## config.mk

```make
export PLATFORM = sky130hd
export DESIGN_NAME = ru_lsu_flat
export DESIGN_NICKNAME = d
export VERILOG_FILES = /design/src/rtl/ru_lsu_pkg.sv /design/src/rtl/ru_lsu_if.sv /design/src/rtl/ru_lsu_align.sv /design/src/rtl/ru_lsu.sv /design/src/flat_wrapper.sv
export SDC_FILE = /design/constraint.sdc
export NUM_CORES = 1
export LEC_CHECK = 0
export ABC_AREA = 1
export BUFFER_PORTS_ARGS = -buffer_cell sky130_fd_sc_hd__clkbuf_2
export CAP_MARGIN = 20
export CORE_UTILIZATION = 40
export DETAILED_ROUTE_END_ITERATION = 6
export HOLD_SLACK_MARGIN = 0.15
export PLACE_DENSITY_LB_ADDON = 0.08
export SLEW_MARGIN = 10
export SYNTH_ARGS = -nofsm -noshare
export SYNTH_HDL_FRONTEND = slang
export SYNTH_HIERARCHICAL = 1
export SYNTH_SLANG_ARGS = --single-unit
```

## constraint.sdc

```tcl
create_clock -name clk -period 6.7 [get_ports clk]
set_input_delay 0.67 -clock clk [delete_from_list [all_inputs] [get_ports clk]]
set_output_delay 0.67 -clock clk [all_outputs]
set_load 0.01 [all_outputs]
```

## src/rtl/ru_lsu_pkg.sv

```systemverilog
// Purpose: shared types, funct3 codes and lane helpers for the load/store unit.
// Latency: n/a (declarations and pure functions only).
// Backpressure: n/a.
package ru_lsu_pkg;

    typedef enum logic [2:0] {
        ST_IDLE,
        ST_LOAD,
        ST_MERGE,
        ST_WACK,
        ST_ERR
    } lsu_state_t;

    localparam logic [2:0] F3_B  = 3'b000;
    localparam logic [2:0] F3_H  = 3'b001;
    localparam logic [2:0] F3_W  = 3'b010;
    localparam logic [2:0] F3_BU = 3'b100;
    localparam logic [2:0] F3_HU = 3'b101;

    // Byte lane of a little-endian word selected by the byte offset.
    function automatic logic [7:0] byte_lane(input logic [31:0] word, input logic [1:0] off);
        return word[{off, 3'b000} +: 8];
    endfunction

    // Half lane selected by offset bit 1 (bit 0 is zero for aligned halves).
    function automatic logic [15:0] half_lane(input logic [31:0] word, input logic off_hi);
        return word[{off_hi, 4'b0000} +: 16];
    endfunction

    // Unsigned variants exist for loads only; 011 and 11x never exist.
    function automatic logic f3_illegal(input logic [2:0] f3, input logic write);
        return !((f3 == F3_B) || (f3 == F3_H) || (f3 == F3_W) ||
                 (!write && ((f3 == F3_BU) || (f3 == F3_HU))));
    endfunction

    function automatic logic f3_misaligned(input logic [2:0] f3, input logic [1:0] off);
        return (((f3 == F3_H) || (f3 == F3_HU)) && off[0]) ||
               ((f3 == F3_W) && (off != 2'b00));
    endfunction

endpackage

```

## src/rtl/ru_lsu_if.sv

```systemverilog
// Purpose: core-side request/response bundle of the load/store unit.
// Latency: n/a (wires only).
// Backpressure: core holds the request stable while busy is high.
interface ru_lsu_if;
    logic        req_valid;
    logic        req_write;
    logic [2:0]  req_funct3;
    logic [31:0] req_addr;
    logic [31:0] req_wdata;
    logic        busy;
    logic        done;
    logic        err;
    logic [31:0] rdata;

    modport master (
        output req_valid, req_write, req_funct3, req_addr, req_wdata,
        input  busy, done, err, rdata
    );

    modport slave (
        input  req_valid, req_write, req_funct3, req_addr, req_wdata,
        output busy, done, err, rdata
    );
endinterface

```

## src/rtl/ru_lsu_align.sv

```systemverilog
// Purpose: combinational load lane extract/extend and sub-word store merge.
// Latency: 0 cycles (pure combinational).
// Backpressure: none; follows its inputs.
module ru_lsu_align
    import ru_lsu_pkg::*;
(
    input  logic [31:0] ram_dout,
    input  logic [15:0] wdata,
    input  logic [2:0]  funct3,
    input  logic [1:0]  offset,
    output logic [31:0] load_data,
    output logic [31:0] merge_data
);

    logic [7:0]  b;
    logic [15:0] h;

    assign b = byte_lane(ram_dout, offset);
    assign h = half_lane(ram_dout, offset[1]);

    // Load result: pick the addressed lane and sign/zero extend it.
    always_comb begin
        load_data = ram_dout;
        case (funct3)
            F3_B:    load_data = {{24{b[7]}}, b};
            F3_BU:   load_data = {24'h0, b};
            F3_H:    load_data = {{16{h[15]}}, h};
            F3_HU:   load_data = {16'h0, h};
            default: load_data = ram_dout;
        endcase
    end

    // Store merge: old word with only the addressed byte/half replaced.
    always_comb begin
        merge_data = ram_dout;
        if (funct3 == F3_B)
            merge_data[{offset, 3'b000} +: 8] = wdata[7:0];
        else if (funct3 == F3_H)
            merge_data[{offset[1], 4'b0000} +: 16] = wdata;
    end

endmodule

```

## src/rtl/ru_lsu.sv

```systemverilog
// Purpose: MEM-stage load/store unit onto a word RAM; RMW for SB/SH; optional display reg (RU_LSU_DISPLAY_EN).
// Latency: every op completes with done exactly one cycle after acceptance.
// Backpressure: busy = req_valid & ~done stalls the core; no bubble needed between ops.
module ru_lsu
    import ru_lsu_pkg::*;
#(
    parameter int ADDR_WIDTH = 12,
    parameter int DATA_WIDTH = 32
) (
    input  logic                  clk,
    input  logic                  rst,
    ru_lsu_if.slave               core,
    output logic [ADDR_WIDTH-1:0] ram_addr,
    output logic [DATA_WIDTH-1:0] ram_din,
    output logic                  ram_write_en,
    input  logic [DATA_WIDTH-1:0] ram_dout
`ifdef RU_LSU_DISPLAY_EN
    ,
    output logic [31:0]           display
`endif
);

    lsu_state_t            state;
    logic                  done_q;
    logic                  err_q;
    logic [ADDR_WIDTH-1:0] waddr_q;
    logic [1:0]            off_q;
    logic [2:0]            f3_q;
    logic [15:0]           wdata_q;

    logic                  accept;
    logic                  bad_req;
    logic [31:0]           load_data;
    logic [31:0]           merge_data;
    logic                  unused_addr_hi;

    // Address bits above the RAM range wrap and are deliberately ignored.
    assign unused_addr_hi = ^core.req_addr[31:ADDR_WIDTH+2];

    assign accept  = (state == ST_IDLE) && core.req_valid;
    assign bad_req = f3_illegal(core.req_funct3, core.req_write) ||
                     f3_misaligned(core.req_funct3, core.req_addr[1:0]);

    // Request fields are latched so the op finishes even if the core drops them.
    assign ram_addr = (state == ST_IDLE) ? core.req_addr[ADDR_WIDTH+1:2] : waddr_q;
    assign ram_din  = (state == ST_MERGE) ? merge_data : core.req_wdata;

    // SW writes straight from IDLE; SB/SH write the merged word in MERGE.
    assign ram_write_en = !rst && ((accept && core.req_write && !bad_req &&
                                    (core.req_funct3 == F3_W)) ||
                                   (state == ST_MERGE));

    assign core.done  = done_q && !rst;
    assign core.err   = err_q && !rst;
    assign core.rdata = ((state == ST_LOAD) && !rst) ? load_data : 32'h0;
    assign core.busy  = core.req_valid && !core.done;

    ru_lsu_align u_align (
        .ram_dout   (ram_dout),
        .wdata      (wdata_q),
        .funct3     (f3_q),
        .offset     (off_q),
        .load_data  (load_data),
        .merge_data (merge_data)
    );

    // Control FSM: accept in IDLE, spend exactly one cycle in the op state, return.
    always_ff @(posedge clk) begin
        if (rst) begin
            state   <= ST_IDLE;
            done_q  <= 1'b0;
            err_q   <= 1'b0;
            waddr_q <= '0;
            off_q   <= 2'b00;
            f3_q    <= 3'b000;
            wdata_q <= 16'h0;
        end else begin
            case (state)
                ST_IDLE: begin
                    if (accept) begin
                        waddr_q <= core.req_addr[ADDR_WIDTH+1:2];
                        off_q   <= core.req_addr[1:0];
                        f3_q    <= core.req_funct3;
                        wdata_q <= core.req_wdata[15:0];
                        done_q  <= 1'b1;
                        err_q   <= bad_req;
                        if (bad_req)
                            state <= ST_ERR;
                        else if (!core.req_write)
                            state <= ST_LOAD;
                        else if (core.req_funct3 == F3_W)
                            state <= ST_WACK;
                        else
                            state <= ST_MERGE;
                    end
                end
                default: begin
                    state  <= ST_IDLE;
                    done_q <= 1'b0;
                    err_q  <= 1'b0;
                end
            endcase
        end
    end

`ifdef RU_LSU_DISPLAY_EN
    // Mirror every full word written to word address 0.
    always_ff @(posedge clk) begin
        if (rst)
            display <= 32'h0;
        else if (ram_write_en && (ram_addr == '0))
            display <= ram_din;
    end
`endif

endmodule

```

## src/flat_wrapper.sv

```systemverilog
// flat-port wrapper written by rule: the top's interface ports become plain ports
module ru_lsu_flat import ru_lsu_pkg::*;
#(
    parameter int ADDR_WIDTH = 12,
    parameter int DATA_WIDTH = 32
)
  (clk, rst, ram_addr, ram_din, ram_write_en, ram_dout, core_req_valid, core_req_write, core_req_funct3, core_req_addr, core_req_wdata, core_busy, core_done, core_err, core_rdata);
  ru_lsu_if core_i ();
  input  logic clk;
  input  logic rst;
  output logic [ADDR_WIDTH-1:0] ram_addr;
  output logic [DATA_WIDTH-1:0] ram_din;
  output logic ram_write_en;
  input  logic [DATA_WIDTH-1:0] ram_dout;
  input wire logic [$bits(core_i.req_valid)-1:0] core_req_valid;
  input wire logic [$bits(core_i.req_write)-1:0] core_req_write;
  input wire logic [$bits(core_i.req_funct3)-1:0] core_req_funct3;
  input wire logic [$bits(core_i.req_addr)-1:0] core_req_addr;
  input wire logic [$bits(core_i.req_wdata)-1:0] core_req_wdata;
  output wire logic [$bits(core_i.busy)-1:0] core_busy;
  output wire logic [$bits(core_i.done)-1:0] core_done;
  output wire logic [$bits(core_i.err)-1:0] core_err;
  output wire logic [$bits(core_i.rdata)-1:0] core_rdata;
  assign core_i.req_valid = core_req_valid;
  assign core_i.req_write = core_req_write;
  assign core_i.req_funct3 = core_req_funct3;
  assign core_i.req_addr = core_req_addr;
  assign core_i.req_wdata = core_req_wdata;
  assign core_busy = core_i.busy;
  assign core_done = core_i.done;
  assign core_err = core_i.err;
  assign core_rdata = core_i.rdata;
  ru_lsu #(.ADDR_WIDTH(ADDR_WIDTH), .DATA_WIDTH(DATA_WIDTH)) u_core (.clk(clk), .rst(rst), .core(core_i), .ram_addr(ram_addr), .ram_din(ram_din), .ram_write_en(ram_write_en), .ram_dout(ram_dout));
endmodule
```

[Word level (Yosys, flattened, before mapping)]
Cells that the tools add are included.
Word-level totals
  bits in registers: 38
  bits of input ports: 103
  output and inout port bits: 80
  logic and storage cells: 67
Cells by class
  add/subtract/negate cells: 2
  equal/unequal tests: 9
  shifts and indexed selects: 6
  mux-type cells: 11
  bitwise logic cells: 1
  reductions and logical operators: 31
Operator list (number)
  $mux W32: 4
  $pmux W32 S4: 1
  $bwmux W32: 2
  $shift A16 B7 Y32 const A: 1
  $shift A8 B7 Y32 const A: 1
  $shiftx A16 B7 Y32: 1
  $shiftx A32 B6 Y16: 1
  $shiftx A32 B6 Y8: 1
  $shiftx A8 B7 Y32: 1
  $neg A5 Y7: 2
  $eq A3 B3 Y1 const B: 4
  $logic_and A1 B1 Y1: 12
  $mux W12: 1
  $eq A3 B1 Y1 const B: 3
  $logic_not A3 Y1: 3
  $logic_or A1 B1 Y1: 8
  $eq A3 B2 Y1 const B: 2
  $mux W3: 2
  $logic_not A1 Y1: 5
  $reduce_and A2 Y1: 1
  $reduce_bool A2 Y1: 1
  $reduce_or A2 Y1: 1
  $mux W1: 1
  $not A1 Y1: 1

[Depth between registers and ports, before layout]
  depth after elaboration: 11
  depth in mapped cells: 11
  gate-level depth less buffers: 9

[Modules after synthesis]
Netlist, hierarchy kept.
Modules (own cells, without submodules)
  ru_lsu: times used 1, cells an instance 314, area an instance 2361.0 um2, seq. area each 740.7 um2
  ru_lsu_align: times used 1, cells an instance 477, area an instance 2154.6 um2, seq. area each 0.0 um2

[Worst setup path before layout]
Ideal clock, no wire load.
  path kind: reg2out
  start: register u_core.off_q[1]
  end: output ram_din[14]
  arrival time: 2.066 ns
  required time: 6.030 ns
  path slack: 3.964 ns
  cell stages (with the launch flop): 12
  buffers on the path: 3
  cell sequence: dfxtp_1 > inv_2 > clkbuf_1 > ha_1 > buf_2 > inv_1 > buf_2 > nand3_1 > nor2_1 > o21ai_0 > nand2_1 > mux2_4
On the way
  longest elaborated chain between the ends: 6
  elaborated cells between the ends (all ways): 11
  classes of those cells: add/sub: 2; shift: 4; mux: 5
Ends and longest elaborated chain
  from (decl): RTL line ru_lsu.sv:27  | logic [1:0] off_q;
  from (signal assigned): RTL line ru_lsu.sv:82  | off_q <= core.req_addr[1:0];
  $neg A5 Y7: RTL line ru_lsu_align.sv:39  | merge_data[{offset[1], 4'b0000} +: 16] = wdata;
  $shiftx A16 B7 Y32 / $shift A16 B7 Y32 (equally long branches): RTL line ru_lsu_align.sv:39
  $bwmux W32: RTL line ru_lsu_align.sv:39
  $mux W32: RTL line ru_lsu_align.sv:38  | else if (funct3 == F3_H)
  $mux W32 (*): RTL line ru_lsu_align.sv:36  | if (funct3 == F3_B)
  net u_core.merge_data[14]: RTL line ru_lsu.sv:34  | logic [31:0] merge_data;
  $mux W32 (*): RTL line ru_lsu.sv:46  | assign ram_din = (state == ST_MERGE) ? merge_data : core.req_wdata;
  to (decl): RTL line flat_wrapper.sv:12  | output logic [DATA_WIDTH-1:0] ram_din;
Mark *: on every way through the listed nets, which the timed path passes. The rest lies on a longest branch.

[Worst setup path in the final report]
  start: register u_core.off_q[0]
  end: output ram_din[8]
On the way
  longest elaborated chain between the ends: 5
  elaborated cells between the ends (all ways): 6
  classes of those cells: add/sub: 1; shift: 2; mux: 3
Ends and longest elaborated chain
  $neg A5 Y7 (*): RTL line ru_lsu_align.sv:37  | merge_data[{offset, 3'b000} +: 8] = wdata[7:0];
  $shiftx A8 B7 Y32 / $shift A8 B7 Y32 (equally long branches): RTL line ru_lsu_align.sv:37
  $bwmux W32 (*): RTL line ru_lsu_align.sv:37
  $mux W32 (*): RTL line ru_lsu_align.sv:36
  net u_core.merge_data[8]: RTL line ru_lsu.sv:34
  $mux W32 (*): RTL line ru_lsu.sv:46
Marked as above.

==> impl_metrics.py <==
metrics = {
    "logic_synthesis": {
        "avgSynthCellArea_um2": 5.71,
        "yosysMostFrequentCell": "nand2_1",
        "ys_async_sr_fraction": 0,
        "ys_seq_elements": 37,
        "synth_top_area_frac": 0.198,
        "syn_nets": 899,
        "netlist_area_um2": 4520,
        "ys_types": 29,
        "synth_area_leader_cell": "nand2_1",
        "ys_top_cells_by_count": "nand2_1, inv_1, nand3_1, nor2_1, o21ai_0",
        "syn-instance-count": 791,
        "ys.flop_type": "dfxtp_1",
        "yosys-top-cells-area": "nand2_1, dfxtp_1, nand3_1",
        "ys_seq_area_frac": 0.164,
        "ys_warn_count": 6,
        "synth-edff-count": 0,
    },
    "detailed_routing": {
        "routed_wl_um": 15600,
        "drt_iter0_markers": 553,
        "drc": 0,
        "routedWlPerCell_um": 14.7,
        "first_pass_iters": 5,
        "dr_total_vias": 5500,
        "avgViaCountPerCell": 5.20,
        "final_antenna_net_count": 0,
    },
    "final_layout": {
        "nNetsFinal": 1024,
        "area_growth_syn_to_layout_pct": 20.3,
        "fillCellCount": 1228,
        "drive_above_1_share": 0.249,
        "antenna_cells": 0,
        "final_cell_count_no_fill": 1057,
    },
    "global_routing": {
        "grt_pass1_vias": 4551,
        "antenna_found_initial": 0,
        "grt_first_pass_wirelength_um": 23900,
        "grt-ovfl-total": 0,
        "grt_max_degree": 46,
        "grt_usage": 0.261,
    },
    "power": {
        "power_density_nw_per_um2": 167,
        "p_sw_frac": 0.365,
        "p_leak_uw": 0.00300,
        "p_seq_frac": 0.279,
        "p_comb_frac": 0.389,
        "ir_drop_mv": 0.186,
        "power_switching_uw": 330,
        "power_uw": 905,
        "clkPwrFrac": 0.332,
        "p_int_uw": 575,
    },
    "clock_network": {
        "numCtsBuffers": 5,
        "cts_max_level": 2,
        "cts_root_buffer": "clkbuf_16",
        "cts_sinks": 37,
        "cts_max_path_buffers": 2,
        "hold_buffers": 0,
        "insertion_delay_ps": 280,
        "cts_setup_buffers": 0,
        "cts_tree": "yes",
        "clk_pin_slew_ps": 60,
        "cts_resized": 0,
    },
    "placed_design": {
        "dp_hpwl_um": 11800,
        "dp.cells": 1048,
        "gp_congestion": 0.899,
        "place_ws_ps": 2910,
        "port_buffers": 164,
    },
    "sta": {
        "fin_ws_ps": 2490,
        "relSlewSlack": 0.317,
        "rsz0062_at_grt": "false",
        "fin_crit_ps": 4210,
        "tightest_slew_ps": 1020,
        "timing.fmax_ghz": 0.238,
        "final-hold-violation-count": 0,
        "worst_clock_skew_ps": 3.74,
        "post-route-period-util": 0.628,
        "hold_slack_ps": 451,
        "report.final.slew_viol_count": 0,
        "setup_viol": 0,
        "fin_setup_tns_ps": 0,
    },
    "hold_path": {
        "hp-class": "reg -> reg",
    },
    "setup_path": {
        "crit_required_ps": 6030,
        "worstSetupPathType": "reg -> out",
        "r2r_slack_ps": 5050,
        "crit_path_end_kind": "output pin",
        "cp-start-kind": "flop",
        "crit_fanout": 29,
        "crit_arrival_ps": 3540,
    },
    "die": {
        "io_pins": 183,
        "initial_core_util": 0.413,
        "fp.dieH_um": 108,
        "coreArea_um2": 10900,
        "dieWidth_um": 108,
        "die-area_um2": 11700,
        "row_count": 38,
    },
    "outcome": {
        "status": "finished clean",
    },
    "job": {
        "max-cap-violations": 0,
    },
}
-- logic make-up (layout without fill, tap and decap cells) --
group	Yosys count	in the layout	share of synthesized area
simple gates	430	430	0.415
compound gates	125	125	0.142
fa+ha+maj	5	5	0.0139
buf+inv	162	288	0.161
flops	37	37	0.164
mux	32	32	0.104
-- path summary, 6_finish.rpt --
path                          start                 to  cells past startpoint
setup / recovery    u_core/off_q[0]         ram_din[8]                      9
hold / removal    u_core/waddr_q[7]  u_core/waddr_q[7]                      2
setup reg to reg    u_core/state[1]  u_core/waddr_q[3]                      6
hold reg to reg   u_core/waddr_q[7]  u_core/waddr_q[7]                      2
-- flip-flops by register name (all words and copies together) (netlist names) --
| register | count |
|---|---|
| u_core/wdata_q | 16 |
| u_core/waddr_q | 12 |
| u_core/f3_q | 3 |
| u_core/state | 3 |
| u_core/off_q | 2 |
| u_core/done_q | 1 |
-- placed cells by master, fill, tap and decap left out --
| cell type | synthesis | final |
|---|---|---|
| a21oi_1 | 45 | 45 |
| and3_1 | 1 | 1 |
| buf_4 | 4 | 2 |
| buf_8 | 0 | 1 |
| bufinv_16 | 0 | 2 |
| clkbuf_16 | 0 | 5 |
| clkbuf_2 | 0 | 164 |
| clkinv_1 | 1 | 1 |
| clkinv_2 | 0 | 1 |
| dfxtp_1 | 37 | 37 |
| ha_1 | 5 | 5 |
| inv_1 | 106 | 106 |
| inv_2 | 5 | 5 |
| inv_4 | 1 | 1 |
| mux2_2 | 3 | 3 |
| mux2_4 | 29 | 29 |
| nand2_1 | 238 | 238 |
| nand2_2 | 5 | 5 |
| nand2_8 | 1 | 1 |
| nand3_1 | 94 | 94 |
| nand3_4 | 1 | 1 |
| nand4_1 | 18 | 18 |
| nor2_1 | 63 | 63 |
| nor2_2 | 2 | 2 |
| nor2_4 | 6 | 6 |
| nor3_1 | 1 | 1 |
| o211ai_1 | 3 | 3 |
| o21ai_0 | 62 | 62 |
| o21ai_1 | 7 | 7 |
| o22ai_1 | 8 | 8 |
-- through the flow --
step | utilization | instance area (um2)
finish | 0.497 | 5430
global route | 0.497 | 5430
CTS | 0.495 | 5420
detailed placement | 0.478 | 5230
global placement | 0.478 | 5230
floorplan | - | 4520
-- power by group through the flow --
stage	logic, uW	registers (uW)	clock network, uW
2_1_floorplan	252	250	0
3_3_place_gp	344	256	0
3_5_place_dp	348	256	0
4_1_cts	350	252	306
5_1_grt	395	254	316
6_report	352	252	301
-- layout make-up --
cell class,instances,area (um2),area share
clock buffers,5,125,0.0230
flip-flops and latches,37,741,0.136
repair buffers,167,851,0.157
well taps,140,175,0.0323
multi-input cells,592,3050,0.561
clock inverters,3,65.1,0.0120
inverters,113,427,0.0786
-- layer usage --
metal  share of wire  vias to the layer above  wire length [um]  GRT usage
li1                -                     2781                 -          -
met4           0.016                        0               256     0.0676
met2            0.44                      246              6850      0.413
met5               0                        -                 0          0
met3           0.072                       21              1120     0.0247
met1            0.47                     2452              7330      0.377
-- worst max-delay path: stages, from the launching register on --
cell and delay (ps):
dfxtp_1 990, inv_1 370, ha_1 500, nor2_2 370, nand2_1 290, nor2_1 200
o21ai_0 100, nand2_1 150, mux2_4 150, clkbuf_2 120
(Power assumes the default switching activity.)
